### config.mk
export PLATFORM = sky130hd
export DESIGN_NAME = freq_bcd_display
export DESIGN_NICKNAME = d
export VERILOG_FILES = /design/src/rtl/freq_disp_pkg.sv /design/src/rtl/bcd_to_seg7.sv /design/src/rtl/freq_bcd_display.sv
export SDC_FILE = /design/constraint.sdc
export NUM_CORES = 1
export LEC_CHECK = 0
export CAP_MARGIN = 5
export CORE_AREA = 2 2 99 173
export DETAILED_ROUTE_END_ITERATION = 7
export DIE_AREA = 0 0 101 175
export MAX_ROUTING_LAYER = met4
export PLACE_DENSITY = 0.51
export SETUP_SLACK_MARGIN = 0.05
export SLEW_MARGIN = 5
export SYNTH_ARGS = -nofsm -noshare
export SYNTH_HDL_FRONTEND = slang
export SYNTH_SLANG_ARGS = --single-unit
### constraint.sdc
create_clock -name clk -period 1.7 [get_ports clk]
set_input_delay 0.51 -clock clk [delete_from_list [all_inputs] [get_ports clk]]
set_output_delay 0.51 -clock clk [all_outputs]
set_load 0.01 [all_outputs]
### src/rtl/freq_disp_pkg.sv
// Shared definitions for the frequency-to-BCD display block: conversion
// FSM states and the active-low seven-segment code table.
package freq_disp_pkg;

   typedef enum logic [1:0] {
      IDLE  = 2'd0,
      SHIFT = 2'd1,
      DONE  = 2'd2
   } state_t;

   // All segments off on a common-anode display.
   localparam logic [6:0] SEG_BLANK = 7'h7F;

   // Segment codes {g,f,e,d,c,b,a}, active-low, indexed by BCD nibble.
   // Nibbles 10..15 are not decimal digits and show blank.
   localparam logic [15:0][6:0] SEG_TABLE = {
      7'h7F, 7'h7F, 7'h7F, 7'h7F, 7'h7F, 7'h7F,
      7'h10, 7'h00, 7'h78, 7'h02, 7'h12, 7'h19,
      7'h30, 7'h24, 7'h79, 7'h40
   };

endpackage

### src/rtl/bcd_to_seg7.sv
// Combinational BCD nibble to active-low seven-segment decoder.
module bcd_to_seg7
   import freq_disp_pkg::*;
(
   input  logic [3:0] digit,
   output logic [6:0] seg_n
);

   assign seg_n = SEG_TABLE[digit];

endmodule

### src/rtl/freq_bcd_display.sv
// Converts the binary tuning frequency (kHz) to packed BCD with a
// sequential double-dabble engine and scans it onto a multiplexed,
// common-anode seven-segment display with leading-zero blanking.
// DIGITS must satisfy 10**DIGITS > 2**FREQ_SIZE - 1.
module freq_bcd_display
   import freq_disp_pkg::*;
#(
   parameter int FREQ_SIZE    = 12,
   parameter int DIGITS       = 4,
   parameter int REFRESH_SIZE = 14
)
(
   input  logic                  clk,
   input  logic                  reset_n,
   input  logic                  freq_strb,
   input  logic [FREQ_SIZE-1:0]  freq,
   output logic                  busy,
   output logic [4*DIGITS-1:0]   bcd,
   output logic                  bcd_valid,
   output logic [6:0]            seg_n,
   output logic [DIGITS-1:0]     dig_sel_n
);

   localparam int BCD_W = 4 * DIGITS;
   localparam int SCR_W = BCD_W + FREQ_SIZE;
   localparam int CNT_W = $clog2(FREQ_SIZE + 1);
   localparam int IDX_W = (DIGITS > 1) ? $clog2(DIGITS) : 1;

   localparam logic [CNT_W-1:0] CNT_LOAD = CNT_W'(FREQ_SIZE);
   localparam logic [CNT_W-1:0] CNT_ONE  = CNT_W'(1);
   localparam logic [IDX_W-1:0] IDX_LAST = IDX_W'(DIGITS - 1);
   localparam logic [IDX_W-1:0] IDX_ZERO = '0;
   localparam logic [IDX_W-1:0] IDX_ONE  = IDX_W'(1);

   state_t                  state;
   logic                    pending;
   logic                    load;
   logic [SCR_W-1:0]        scratch;
   logic [SCR_W-1:0]        scratch_adj;
   logic [CNT_W-1:0]        bit_cnt;

   logic [REFRESH_SIZE-1:0] scan_cnt;
   logic [IDX_W-1:0]        dig_idx;
   logic [DIGITS-1:0]       blank;
   logic                    nonzero_above;
   logic [3:0]              cur_digit;
   logic                    cur_blank;
   logic [6:0]              cur_seg;

   // A new conversion starts from IDLE or straight out of DONE; a strobe
   // arriving in DONE itself counts, so back-to-back requests never idle.
   assign load = ((state == IDLE) || (state == DONE)) && (freq_strb || pending);
   assign busy = (state != IDLE);

   // Double-dabble correction: every BCD nibble >= 5 gets +3 before the shift.
   always_comb begin
      scratch_adj = scratch;
      for (int i = 0; i < DIGITS; i++) begin
         if (scratch[FREQ_SIZE + 4*i +: 4] >= 4'd5)
            scratch_adj[FREQ_SIZE + 4*i +: 4] = scratch[FREQ_SIZE + 4*i +: 4] + 4'd3;
      end
   end

   // Conversion control: state, request latch and the published result.
   always_ff @(posedge clk) begin
      if (!reset_n) begin
         state     <= IDLE;
         pending   <= 1'b1;
         bcd       <= '0;
         bcd_valid <= 1'b0;
      end else begin
         bcd_valid <= 1'b0;
         case (state)
            IDLE: begin
               if (load) begin
                  state   <= SHIFT;
                  pending <= 1'b0;
               end
            end
            SHIFT: begin
               if (freq_strb)
                  pending <= 1'b1;
               if (bit_cnt == CNT_ONE)
                  state <= DONE;
            end
            DONE: begin
               bcd       <= scratch[SCR_W-1 -: BCD_W];
               bcd_valid <= 1'b1;
               if (load) begin
                  state   <= SHIFT;
                  pending <= 1'b0;
               end else begin
                  state <= IDLE;
               end
            end
            default: state <= IDLE;
         endcase
      end
   end

   // Scratch shift register and bit counter; freq is sampled at load time
   // so the latest value wins when requests pile up.
   always_ff @(posedge clk) begin
      if (load) begin
         scratch <= {{BCD_W{1'b0}}, freq};
         bit_cnt <= CNT_LOAD;
      end else if (state == SHIFT) begin
         scratch <= {scratch_adj[SCR_W-2:0], 1'b0};
         bit_cnt <= bit_cnt - CNT_ONE;
      end
   end

   // Free-running refresh counter; the scanned position steps on each wrap.
   always_ff @(posedge clk) begin
      if (!reset_n) begin
         scan_cnt <= '0;
         dig_idx  <= IDX_ZERO;
      end else begin
         scan_cnt <= scan_cnt + 1'b1;
         if (&scan_cnt)
            dig_idx <= (dig_idx == IDX_LAST) ? IDX_ZERO : dig_idx + IDX_ONE;
      end
   end

   // Leading-zero blanking, walking down from the most significant digit.
   always_comb begin
      nonzero_above = 1'b0;
      blank         = '0;
      for (int i = DIGITS - 1; i >= 0; i--) begin
         nonzero_above = nonzero_above | (bcd[4*i +: 4] != 4'd0);
         blank[i]      = (i != 0) && !nonzero_above;
      end
   end

   // Select the scanned digit from the published result only.
   always_comb begin
      cur_digit = bcd[4*int'(dig_idx) +: 4];
      cur_blank = blank[dig_idx];
   end

   bcd_to_seg7 u_seg (
      .digit (cur_digit),
      .seg_n (cur_seg)
   );

   // Registered display drive; blanked positions turn off anode and segments.
   always_ff @(posedge clk) begin
      if (!reset_n) begin
         seg_n     <= SEG_BLANK;
         dig_sel_n <= '1;
      end else if (cur_blank) begin
         seg_n     <= SEG_BLANK;
         dig_sel_n <= '1;
      end else begin
         seg_n     <= cur_seg;
         dig_sel_n <= ~(DIGITS'(1) << dig_idx);
      end
   end

endmodule

# Word level (Yosys, flattened, before mapping)
# Memories as Yosys holds them, arrays and structs flattened. A register that Yosys moved wholly into a read port is not among the register bits.
# Cells that the tools add are included.
# op_classes
n_mux	17
shifts	2
add_sub_neg	7
bitwise	4
eq_ne	8
reduce_logical	18
n_lt_le_gt_ge	5
# op_table
op	n
12-bit two-way mux	2
4-bit by 3-bit >= comparator with 1-bit output, second input constant	4
16-bit by 5-bit indexed part select with 4-bit output	1
14-bit by 1-bit adder with 14-bit output, second input constant	1
14-bit AND reduction	1
4-bit by 2-bit adder with 4-bit output, second input constant	3
4-bit two-way mux	3
4-bit nonzero test	3
2-bit two-way mux	3
2-bit != test, second input constant	3
2-bit one-hot mux with 3 select lines	1
2-bit nonzero test	3
1-bit two-way mux	5
2-bit == test, second input constant	2
4-bit by 1-bit == test with 1-bit output, second input constant	1
4-bit inverter	1
2-bit OR reduction	2
1-bit by 2-bit << shifter with 4-bit output, first input constant	1
4-bit by 1-bit subtractor with 4-bit output, second input constant	1
3-bit by 2-bit adder with 3-bit output, second input constant	1
1-bit zero test	3
2-bit by 3-bit less-than comparator with 1-bit output, second input constant	1
3-bit two-way mux	1
3-bit AND reduction	1
other kinds (11)	13
# word_totals
ff_bits	72
memories	1
rom_bits	112
inputBits	15
output_inout_bits	29
# memory_table
memory	words	width	read_ports	rd_clocked_by_memory_dff	write_ports	line_no	source
(name not given)	16	7	1	1	0	bcd_to_seg7.sv:9	assign seg_n = SEG_TABLE[digit];

# Logic depth before layout (Yosys ltp)
# Gate-level depths: netlist of the first run.
# logic_depth
word_depth	7
ltp_mapped	8
ltp_nobuf	7

# Hierarchy
# From an unflattened synthesis of the first run, not the netlist that was laid out.
# hier_totals
cells_unflattened	406
area_unflattened_um2	3663.5
# modules_own_cells
module	cells_each	instances	seq_area_each_um2	area_each_um2
freq_bcd_display	373	1	1701.6	3453.3
bcd_to_seg7	33	1	0.0	210.2

# Worst setup path after synthesis of the first run
# OpenSTA, ideal clock, no wires.
# synth_timing
path_kind	register to register
startpoint	register dig_idx[0]
endpoint	register seg_n[4]
period_less_slack_ns	1.831
setup_slack_ns	-0.131
required_ns	1.566
setup_ns	0.134
arrival_ns	1.697
n_path_buf	1
path_stages_with_launch	9
path_cell_list	dfxtp_1 > buf_6 > mux4_1 > inv_1 > ha_1 > inv_1 > mux2i_1 > mux2i_1 > nand3b_1
# synth_via
elab_chain_len	3
elab_cells_between_ends	4
classes_between	shift: 1; mux: 2; reduce/logical: 1
# synth_lines
item	line_no	source
from (decl)	freq_bcd_display.sv:43	logic [IDX_W-1:0] dig_idx;
from (signal assigned)	freq_bcd_display.sv:121	dig_idx <= (dig_idx == IDX_LAST) ? IDX_ZERO : dig_idx + IDX_ONE;
branches (longest 3 deep; another with 16-bit by 5-bit indexed part select with 4-bit output)	--	
to (decl)	freq_bcd_display.sv:20	output logic [6:0] seg_n,
# Several ways; the timed one is not identified. The select of a mux whose other input is x is not followed.
# A chain may end at the register's enable or synchronous reset.

# Worst setup path after layout of the first run
# Same ends and word-level chain as after synthesis.

==> impl_metrics.tcl, run 1 <==
set metrics [dict create \
    status "complete, but fails checks" \
    violations "setup timing" \
    rr_startpoint "dig_idx[0]$_SDFFE_PN0P_" \
    drive_above_1_share 0.189 \
    grt_max_degree 48 \
    synth-edff-count 12 \
    vias_per_cell 4.41 \
    drc_errors 0 \
    critPathLaunch "dig_idx[0]$_SDFFE_PN0P_" \
    routed_wl_mm 8.45 \
    synth_top_family_by_area "simple AND/OR/NAND/NOR gates" \
    ys_warn_count 0 \
    layout_setup_ws_ns -0.0733 \
    grt_overflow 0 \
    syn2layout_area_growth_pct 33.0 \
    powerDensity_nw_per_um2 922 \
    gp_routability_congestion 0.771 \
    fin_hold_ws_ns 0.439 \
    crit_path_end_kind "flop" \
    synthSimpleGateAreaFrac 0.215 \
    grt_pass1_wl_mm 14.2 \
    crit_slowest_cell "mux4_2" \
    crit_chain "mux4_2, buf_4, ha_4, inv_2, mux2i_1, mux2i_1, nand3b_1" \
    synthCells 399 \
    antenna_cells 0 \
    synthArstFlopShare 0 \
    synth_nets 434 \
    grt_usage 0.104 \
    core_area_um2 16300 \
    numPortBuffers 43 \
    crit_arrival_ns 2.05 \
    netlist_area_um2 3690 \
    drtPass1Iterations 4 \
    p_leak_nw 1.97 \
    netlist.area_leader.share 0.363 \
    cp-start-kind "flop" \
    hold_path_class "reg -> reg" \
    synth_cell_types 44 \
    dieArea_um2 17700 \
    netlist_top_cells_area "dfxtp_1, edfxtp_1, nand2_1" \
    synth.area.mux_share 0.0457 \
    grt_pass1_vias 3013 \
    finalClockSkew_ns 0.00637 \
    cts.clk_slew.worst_paths_ns 0.06 \
    cts_buffer_depth 2 \
    grt_antenna_before_repair 0 \
    finalCriticalPeriod_ns 1.77 \
    drtIter0Drc 126 \
    maxSlewViolCount 0 \
    ant_nets 0 \
    synth-seq-cells 79 \
    n_fill_cell 1756 \
    slew-limit-headroom 0.771 \
    synthAdderAreaFrac 0.0677 \
    setup_viol 7 \
    fin_total_pwr_mw 4.53 \
    worst_skew_pair.late_latency_ns 0.34 \
    synth_xor_area_frac 0.0474 \
    grt_setup_unrepaired "true" \
    fin_util 0.302 \
    cts.htree.levels 3 \
    cp_max_fo 5 \
    syn_area_per_cell_um2 9.26 \
    via_count 2929 \
    die_y_um 175 \
    yosysTopAreaCell "dfxtp_1" \
    synth-main-ff-cell "dfxtp_1" \
    ys_seq_area_frac 0.461 \
    period_share 1.04 \
    cts_tree "yes" \
    tightest_slew_ns 0.340 \
    synth_compound_area_frac 0.118 \
    boundaryPins 44 \
    cp_common_cell "mux2i_1" \
    numClockSinks 79 \
    chipWidth_um 101 \
    hp-start "scan_cnt[0]$_SDFF_PN0_" \
    fin_nets 502 \
    synth.most_common_cell "nand2_1" \
    cts_root_buffer "clkbuf_16" \
    hold_viol_final 0 \
    dpl.hpwl_mm 6.11 \
    synthTopCellsByCount "nand2_1, dfxtp_1, nand3_1" \
    fmax_mhz 564 \
    irDropWorstVdd_mv 0.390 \
    routedWlPerCell_um 12.7 \
    cts_buffers 9 \
    drv_cap 0 \
    num_rows 62 \
    initial_core_util 0.227 \
    cp.required_ns 1.98 \
    critPathKind "reg -> reg" \
    slowest_delay_ns 0.63 \
]
[metrics by stage]
step | cells | setup WS [ns] | instance area, um^2 | setup TNS (ns)
2_1_floorplan | 399 | -0.0308 | 3700 | -0.0803
3_3_place_gp | 644 | -0.195 | 4530 | -5.57
3_5_place_dp | 644 | -0.213 | 4530 | -6.31
4_1_cts | 660 | -0.0722 | 4860 | -0.194
5_1_grt | 664 | -0.163 | 4910 | -0.756
6_report | 664 | -0.0733 | 4910 | -0.256
[timing repair]
action / in CTS / in global routing
hold buffers: 0 / 0
resized for setup: 50 / 8
pin swaps: 5 / 7
gates cloned: 0 / 0
setup endpoints to repair: 36 / 11
buffers inserted: 0 / 4
[per-layer routing]
metal / up-vias / GRT usage / share of wire / wire, um
met5: - / - / 0 / 0
met4: 0 / 0.0490 / 0.024 / 202
met3: 19 / 0.0256 / 0.037 / 309
met2: 54 / 0.186 / 0.54 / 4550
met1: 1370 / 0.104 / 0.40 / 3380
li1: 1486 / - / - / -
[path summary, 6_finish.rpt]
kind                                          endpoint  slack (ns)  cells past startpoint
worst max-delay path               seg_n[4]$_SDFF_PP1_       -0.07                      7
worst max register to register     seg_n[4]$_SDFF_PP1_       -0.07                      7
worst min-delay path            scan_cnt[0]$_SDFF_PN0_        0.44                      1
worst min register to register  scan_cnt[0]$_SDFF_PN0_        0.44                      1
[power by group]
group | leakage (nW) | total (mW) | internal [mW] | switching (mW)
Combinational | 1.15 | 0.387 | 0.179 | 0.208
Clock | 0.150 | 2.07 | 1.29 | 0.777
Sequential | 0.674 | 2.07 | 2.02 | 0.0549
[cell type report]
cell class                      instances  area (um^2)  area share
Clock buffer                           11          233      0.0474
Clock inverter                          5         81.3      0.0166
Inverter                               20         80.1      0.0163
Multi-Input combinational cell        279         1890       0.386
Sequential cell                        79         1720       0.349
Tap cell                              192          240      0.0489
Timing Repair Buffer                   78          669       0.136
[registers in the layout, summed over array words and instances (netlist names), 2 cells and up]
signal,count
seg_n,7
scan_cnt,14
dig_idx,2
bit_cnt,4
state,2
dig_sel_n,4
bcd,16
scratch,28
[cell usage in the layout, fill, tap and decap left out, types with 13 or more instances in the layout]
cell type         n
a21boi_0         15
and2_1           15
buf_4            33
clkdlybuf4s50_1  14
dfxtp_1          58
dlygate4sd2_1    28
ha_1             14
inv_1            16
nand2_1          77
nand3_1          21
nor2_1           13
o21ai_0          20
[worst max-delay path: cells and delay by family (launching register included)]
family,cells,cell delay [ns]
buffers and inverters,2,0.24
muxes,3,0.81
DFF,1,0.39
and+or+nand+nor,1,0.11
adders and majority gates,1,0.15
[cell families after synthesis]
logic type	after synthesis
DFF	79
xor gates and xnor gates	20
adders and majority gates	20
muxes	11
buffers and inverters	41
and+or+nand+nor	163
AOI/OAI and AO/OA	65
Note: power is estimated with default switching activity, not from simulation.
==> inputs of run 2 (changes only) <==
SETUP_SLACK_MARGIN = not set   (was 0.05)
SLEW_MARGIN = 20   (was 5)
==> run 2 against run 1 <==
The run still ends with setup timing left. Register-to-register slack improved by 0.03 ns. Combinational power rose by 1%. Power fell by 0.33%. Sequential power barely moved. Clock skew barely moved. Worst hold slack improved by 0.0041 ns. Highest routed layer unchanged. Critical path depth did not move. Utilization rose by 0.13 points. Cell area rose by 0.43%. Critical endpoint unchanged. Clock-buffer cell count fell by 2.
==> impl_metrics.tcl, run 2 (synthesized netlist as in run 1, its figures left out) <==
set metrics [dict create \
    antenna_cells 0 \
    setup_viol 2 \
    cts_hold_buf 0 \
    setup_tns_ns -0.0549 \
    finalCriticalPeriod_ns 1.74 \
    intPower_mw 3.48 \
    violations "setup timing" \
    cp.required_ns 1.92 \
    gp_routability_congestion 0.732 \
    crit_path_end_kind "flop" \
    switching_power_mw 1.04 \
    routedWlPerCell_um 12.5 \
    reg.largest.list "scratch: 28 flops, bcd: 16 flops, scan_cnt: 14 flops" \
    powerDensity_nw_per_um2 915 \
    cts_tree "yes" \
    grt_setup_unrepaired "true" \
    slew-limit-headroom 0.710 \
    cts.htree.levels 3 \
    n_fill_cell 1728 \
    die_y_um 175 \
    grt_use_met2 0.188 \
    seq_power_share 0.461 \
    crit_arrival_ns 1.97 \
    cts.clk_slew.worst_paths_ns 0.06 \
    cts_root_buffer "clkbuf_16" \
    syn2layout_area_growth_pct 33.6 \
    slowest_delay_ns 0.61 \
    drc_errors 0 \
    p_sw_frac 0.230 \
    num_rows 62 \
    cp-start-kind "flop" \
    boundaryPins 44 \
    finalNonFillerCells 665 \
    largest_reg_flops 28 \
    crit_chain "mux4_2, inv_4, ha_4, inv_2, mux2i_1, mux2i_1, nand3b_1" \
    cts_buffer_depth 2 \
    vias_per_cell 4.34 \
    grt_pass1_vias 2968 \
    drtIter0Drc 110 \
    use_met1 0.105 \
    numClockSinks 79 \
    top_register "scratch" \
    cts_buffers 9 \
    critPathKind "reg -> reg" \
    tightest_slew_ns 0.429 \
    grt_max_degree 48 \
    worst_skew_pair.late_latency_ns 0.34 \
    numPortBuffers 43 \
    cp_max_fo 5 \
    final_cell_mix "nand2_1, dfxtp_1, buf_4, nand3_1, o21ai_0" \
    maxSlewViolCount 0 \
    grt_pass1_wl_mm 14.1 \
    critical_path_buf_inv_count 2 \
    p_clk_frac 0.453 \
    irDropWorstVdd_mv 0.502 \
    status "complete, but fails checks" \
    fin_nets 503 \
    drtPass1Iterations 4 \
    layout_setup_ws_ns -0.0439 \
    dp.cells 645 \
    dieArea_um2 17700 \
    finalClockSkew_ns 0.00637 \
    hold_viol_final 0 \
    via_count 2886 \
    fin_total_pwr_mw 4.51 \
    ant_nets 0 \
    core_area_um2 16300 \
    crit_slowest_cell "mux4_2" \
    dpl.hpwl_mm 6.06 \
    grt_overflow 0 \
    drive_above_1_share 0.182 \
    drv_cap 0 \
    fin_hold_ws_ns 0.443 \
    fmax_mhz 573 \
    routed_wl_mm 8.30 \
    cp_common_cell "mux2i_1" \
    grt_antenna_before_repair 0 \
    initial_core_util 0.227 \
    final_common_cell "nand2_1" \
    grt-busiest-layer "met2" \
    period_share 1.03 \
    path_delay_family "multiplexers" \
    chipWidth_um 101 \
    hold_path_class "reg -> reg" \
    p_comb_frac 0.087 \
    grt_usage 0.104 \
    use_met3 0.0236 \
    p_leak_nw 2.03 \
]
run 2: worst reg2reg max path, cell delays in order (launching register included):
cell      delay [ns]
dfxtp_4         0.38
mux4_2          0.61
inv_4           0.12
ha_4            0.13
inv_2           0.03
mux2i_1         0.12
mux2i_1         0.08
nand3b_1        0.15
run 2: area by class of cell:
class	instances	area [um^2]	share of cell area
clock buffers	9	225	0.0456
well taps	192	240	0.0487
clock inverters	7	87.6	0.0177
inverters	20	80.1	0.0162
repair buffers	79	718	0.146
flip-flops and latches	79	1710	0.347
multi-input cells	279	1870	0.379
run 2: power by group through the flow:
| stage | sequential [mW] | combinational [mW] | clock [mW] |
|---|---|---|---|
| 4_1_cts | 2.08 | 0.401 | 2.10 |
| 5_1_grt | 2.09 | 0.452 | 2.18 |
| 2_1_floorplan | 2.11 | 0.238 | 0 |
| 6_report | 2.08 | 0.391 | 2.04 |
| 3_3_place_gp | 2.12 | 0.388 | 0 |
| 3_5_place_dp | 2.12 | 0.398 | 0 |
run 2: what timing repair did:
| item | in CTS | in global routing |
|---|---|---|
| endpoints found under the setup margin | 26 | 19 |
| resized for setup | 35 | 18 |
| pin swaps | 2 | 9 |
| buffers inserted | 3 | 1 |
| gates cloned | 0 | 0 |
run 2: through the flow:
stage | utilization | area (um^2) | setup WS, ns
floorplan | - | 3700 | -0.0308
global placement | 0.278 | 4530 | -0.193
detailed placement | 0.278 | 4530 | -0.189
CTS | 0.300 | 4890 | -0.0417
global route | 0.303 | 4930 | -0.113
finish | 0.303 | 4930 | -0.0439
run 2: path summary, 6_finish.rpt:
| kind | startpoint | to | slack [ns] | cells after the start |
|---|---|---|---|---|
| setup reg to reg | dig_idx[0]$_SDFFE_PN0P_ | seg_n[4]$_SDFF_PP1_ | -0.04 | 7 |
| setup / recovery | dig_idx[0]$_SDFFE_PN0P_ | seg_n[4]$_SDFF_PP1_ | -0.04 | 7 |
| hold reg to reg | scan_cnt[0]$_SDFF_PN0_ | scan_cnt[0]$_SDFF_PN0_ | 0.44 | 1 |
| hold / removal | scan_cnt[0]$_SDFF_PN0_ | scan_cnt[0]$_SDFF_PN0_ | 0.44 | 1 |
run 2: per-layer routing:
metal  share of wire  up-vias
li1                -     1485
met1            0.39     1337
met2            0.55       53
met3           0.037       11
met4           0.016        0
met5               0        -
==> inputs of run 3 (changes only) <==
GPL_TIMING_DRIVEN = 0   (was not set)
==> run 3 against run 2 <==
The flow still finishes with violations (setup timing). Power fell by 2.7%. Global-route usage is 0.47 points higher. Non-clock buffer count is 3 lower. Cell area fell by 1.6%. Clock power down 5%. Utilization shrank 0.48 points. Worst hold slack better by 0.015 ns. Setup slack worse by 0.092 ns. Combinational power down 3%. Sequential share of layout area rose by 0.49 points. Critical path type unchanged.
==> impl_metrics.tcl, run 3 (synthesized netlist as in run 1, its figures left out) <==
set metrics [dict create \
    finalCriticalPeriod_ns 1.84 \
    boundaryPins 44 \
    grt_pass1_wl_mm 14.4 \
    initial_core_util 0.227 \
    fmax_mhz 545 \
    ant_nets 0 \
    setup.worst_path.end "seg_n[5]$_SDFF_PP1_" \
    cts_buffer_depth 2 \
    tightest_slew_ns 0.523 \
    antenna_cells 0 \
    violations "setup timing" \
    finalClockSkew_ns 0.00713 \
    crit_path_end_kind "flop" \
    reg.largest.list "scratch: 28 flops, bcd: 16 flops, scan_cnt: 14 flops" \
    crit_arrival_ns 2.03 \
    largest_reg_flops 28 \
    chipWidth_um 101 \
    period_share 1.08 \
    maxSlewViolCount 0 \
    powerDensity_nw_per_um2 905 \
    p_leak_nw 1.97 \
    drive_above_1_share 0.174 \
    fin_hold_ws_ns 0.458 \
    gp_routability_congestion 0.761 \
    drc_errors 0 \
    reg2reg_slack_ns -0.14 \
    grt_usage 0.108 \
    final_common_cell "nand2_1" \
    cts.htree.levels 3 \
    rr_startpoint "dig_idx[0]$_SDFFE_PN0P_" \
    top_register "scratch" \
    cts_tree "yes" \
    grt_setup_unrepaired "true" \
    r2r_cells 6 \
    drtPass1Iterations 4 \
    numPortBuffers 42 \
    status "complete, but fails checks" \
    slew-limit-headroom 0.651 \
    via_count 2914 \
    worst_skew_pair.late_latency_ns 0.34 \
    drv_cap 0 \
    setup_viol 7 \
    irDropWorstVdd_mv 0.467 \
    cp_max_fo 5 \
    dpl.hpwl_mm 6.41 \
    dieArea_um2 17700 \
    numClockSinks 79 \
    core_area_um2 16300 \
    cp-start-kind "flop" \
    cts_buffers 9 \
    critPathKind "reg -> reg" \
    fin_nets 501 \
    syn2layout_area_growth_pct 31.4 \
    die_y_um 175 \
    routed_wl_mm 8.69 \
    layout_setup_ws_ns -0.136 \
    cts.clk_slew.worst_paths_ns 0.06 \
    grt_antenna_before_repair 0 \
    grt_max_degree 14 \
    cp.required_ns 1.90 \
    final_cell_mix "nand2_1, dfxtp_1, nand3_1, dlygate4sd2_1, o21ai_0" \
    vias_per_cell 4.40 \
    cts_root_buffer "clkbuf_16" \
    finalNonFillerCells 663 \
    drtIter0Drc 95 \
    hold_path_class "reg -> reg" \
    critPathLaunch "dig_idx[0]$_SDFFE_PN0P_" \
    hold_depth 2 \
    cts_hold_buf 0 \
    routedWlPerCell_um 13.1 \
    hold_viol_final 0 \
    worstReg2RegEnd "seg_n[5]$_SDFF_PP1_" \
    grt_overflow 0 \
    grt_pass1_vias 2968 \
    num_rows 62 \
    dp.cells 633 \
]
-- run 3: changes by cell type in the layout (fill, tap and decap cells not counted), moves of 3 or more --
cell	previous run	this run
dlygate4sd2_1	18	21
clkinv_1	3	0
buf_2	0	3
a21oi_1	12	8
dlymetal6s2s_1	10	6
buf_6	2	6
a21oi_2	2	6
clkbuf_1	0	10
clkbuf_2	1	5
buf_4	33	10
-- run 3: worst min path at each step --
stage	end	start
after global routing	scan_cnt[0]$_SDFF_PN0_	scan_cnt[0]$_SDFF_PN0_
final	scratch[12]$_SDFFE_PN0N_	scratch[11]$_DFFE_PP_
after floorplan	scratch[12]$_SDFFE_PN0N_	scratch[11]$_DFFE_PP_
after global placement	scratch[12]$_SDFFE_PN0N_	scratch[11]$_DFFE_PP_
after CTS	scratch[12]$_SDFFE_PN0N_	scratch[11]$_DFFE_PP_
after detailed placement	scratch[12]$_SDFFE_PN0N_	scratch[11]$_DFFE_PP_
-- run 3: final cells by class --
class                      count  area, um^2
multi-input combinational    280        1900
clock buffer                  12         278
clock inverter                 4        25.0
buffer                        20         103
inverter                      20        80.1
sequential                    79        1710
tap                          192         240
timing repair buffer          56         524
fill                        1735       11400
-- run 3: stage by stage --
stage	utilization	power, mW	instance area, um^2	setup TNS [ns]	worst slack (ns)
after floorplan	-	2.35	3700	-0.0308	-0.0308
after global placement	0.268	2.48	4370	-23.37	-0.686
after detailed placement	0.268	2.50	4370	-23.82	-0.708
after CTS	0.294	4.46	4790	-0.594	-0.123
after global routing	0.298	4.61	4860	-1.08	-0.205
final	0.298	4.39	4860	-0.645	-0.136
-- run 3: power breakdown --
part | leakage, nW | internal (mW) | switching (mW) | total (mW)
registers | 0.673 | 2.02 | 0.0591 | 2.08
logic | 1.14 | 0.160 | 0.219 | 0.380
clock network | 0.154 | 1.16 | 0.778 | 1.93
-- run 3: metal layers --
layer	part of all wire	track usage	wire, um	vias up
li1	-	-	-	1485
met1	0.40	0.108	3500	1358
met2	0.54	0.196	4680	53
met3	0.037	0.0256	319	18
met4	0.023	0.0467	197	0
met5	0	-	0	-
-- run 3: timing repair --
item | CTS | global route
pin swaps | 9 | 6
cloned | 2 | 0
buffers inserted | 10 | 3
hold endpoints to repair | 0 | 0
endpoints found under the setup margin | 63 | 37
gates resized for setup | 51 | 25
-- run 3: critical path: stages (launching register included) --
cell      delay (ns)
dfxtp_2         0.34
buf_6           0.12
mux4_2          0.61
buf_6           0.17
ha_4            0.15
a211oi_2        0.18
o211ai_1        0.12
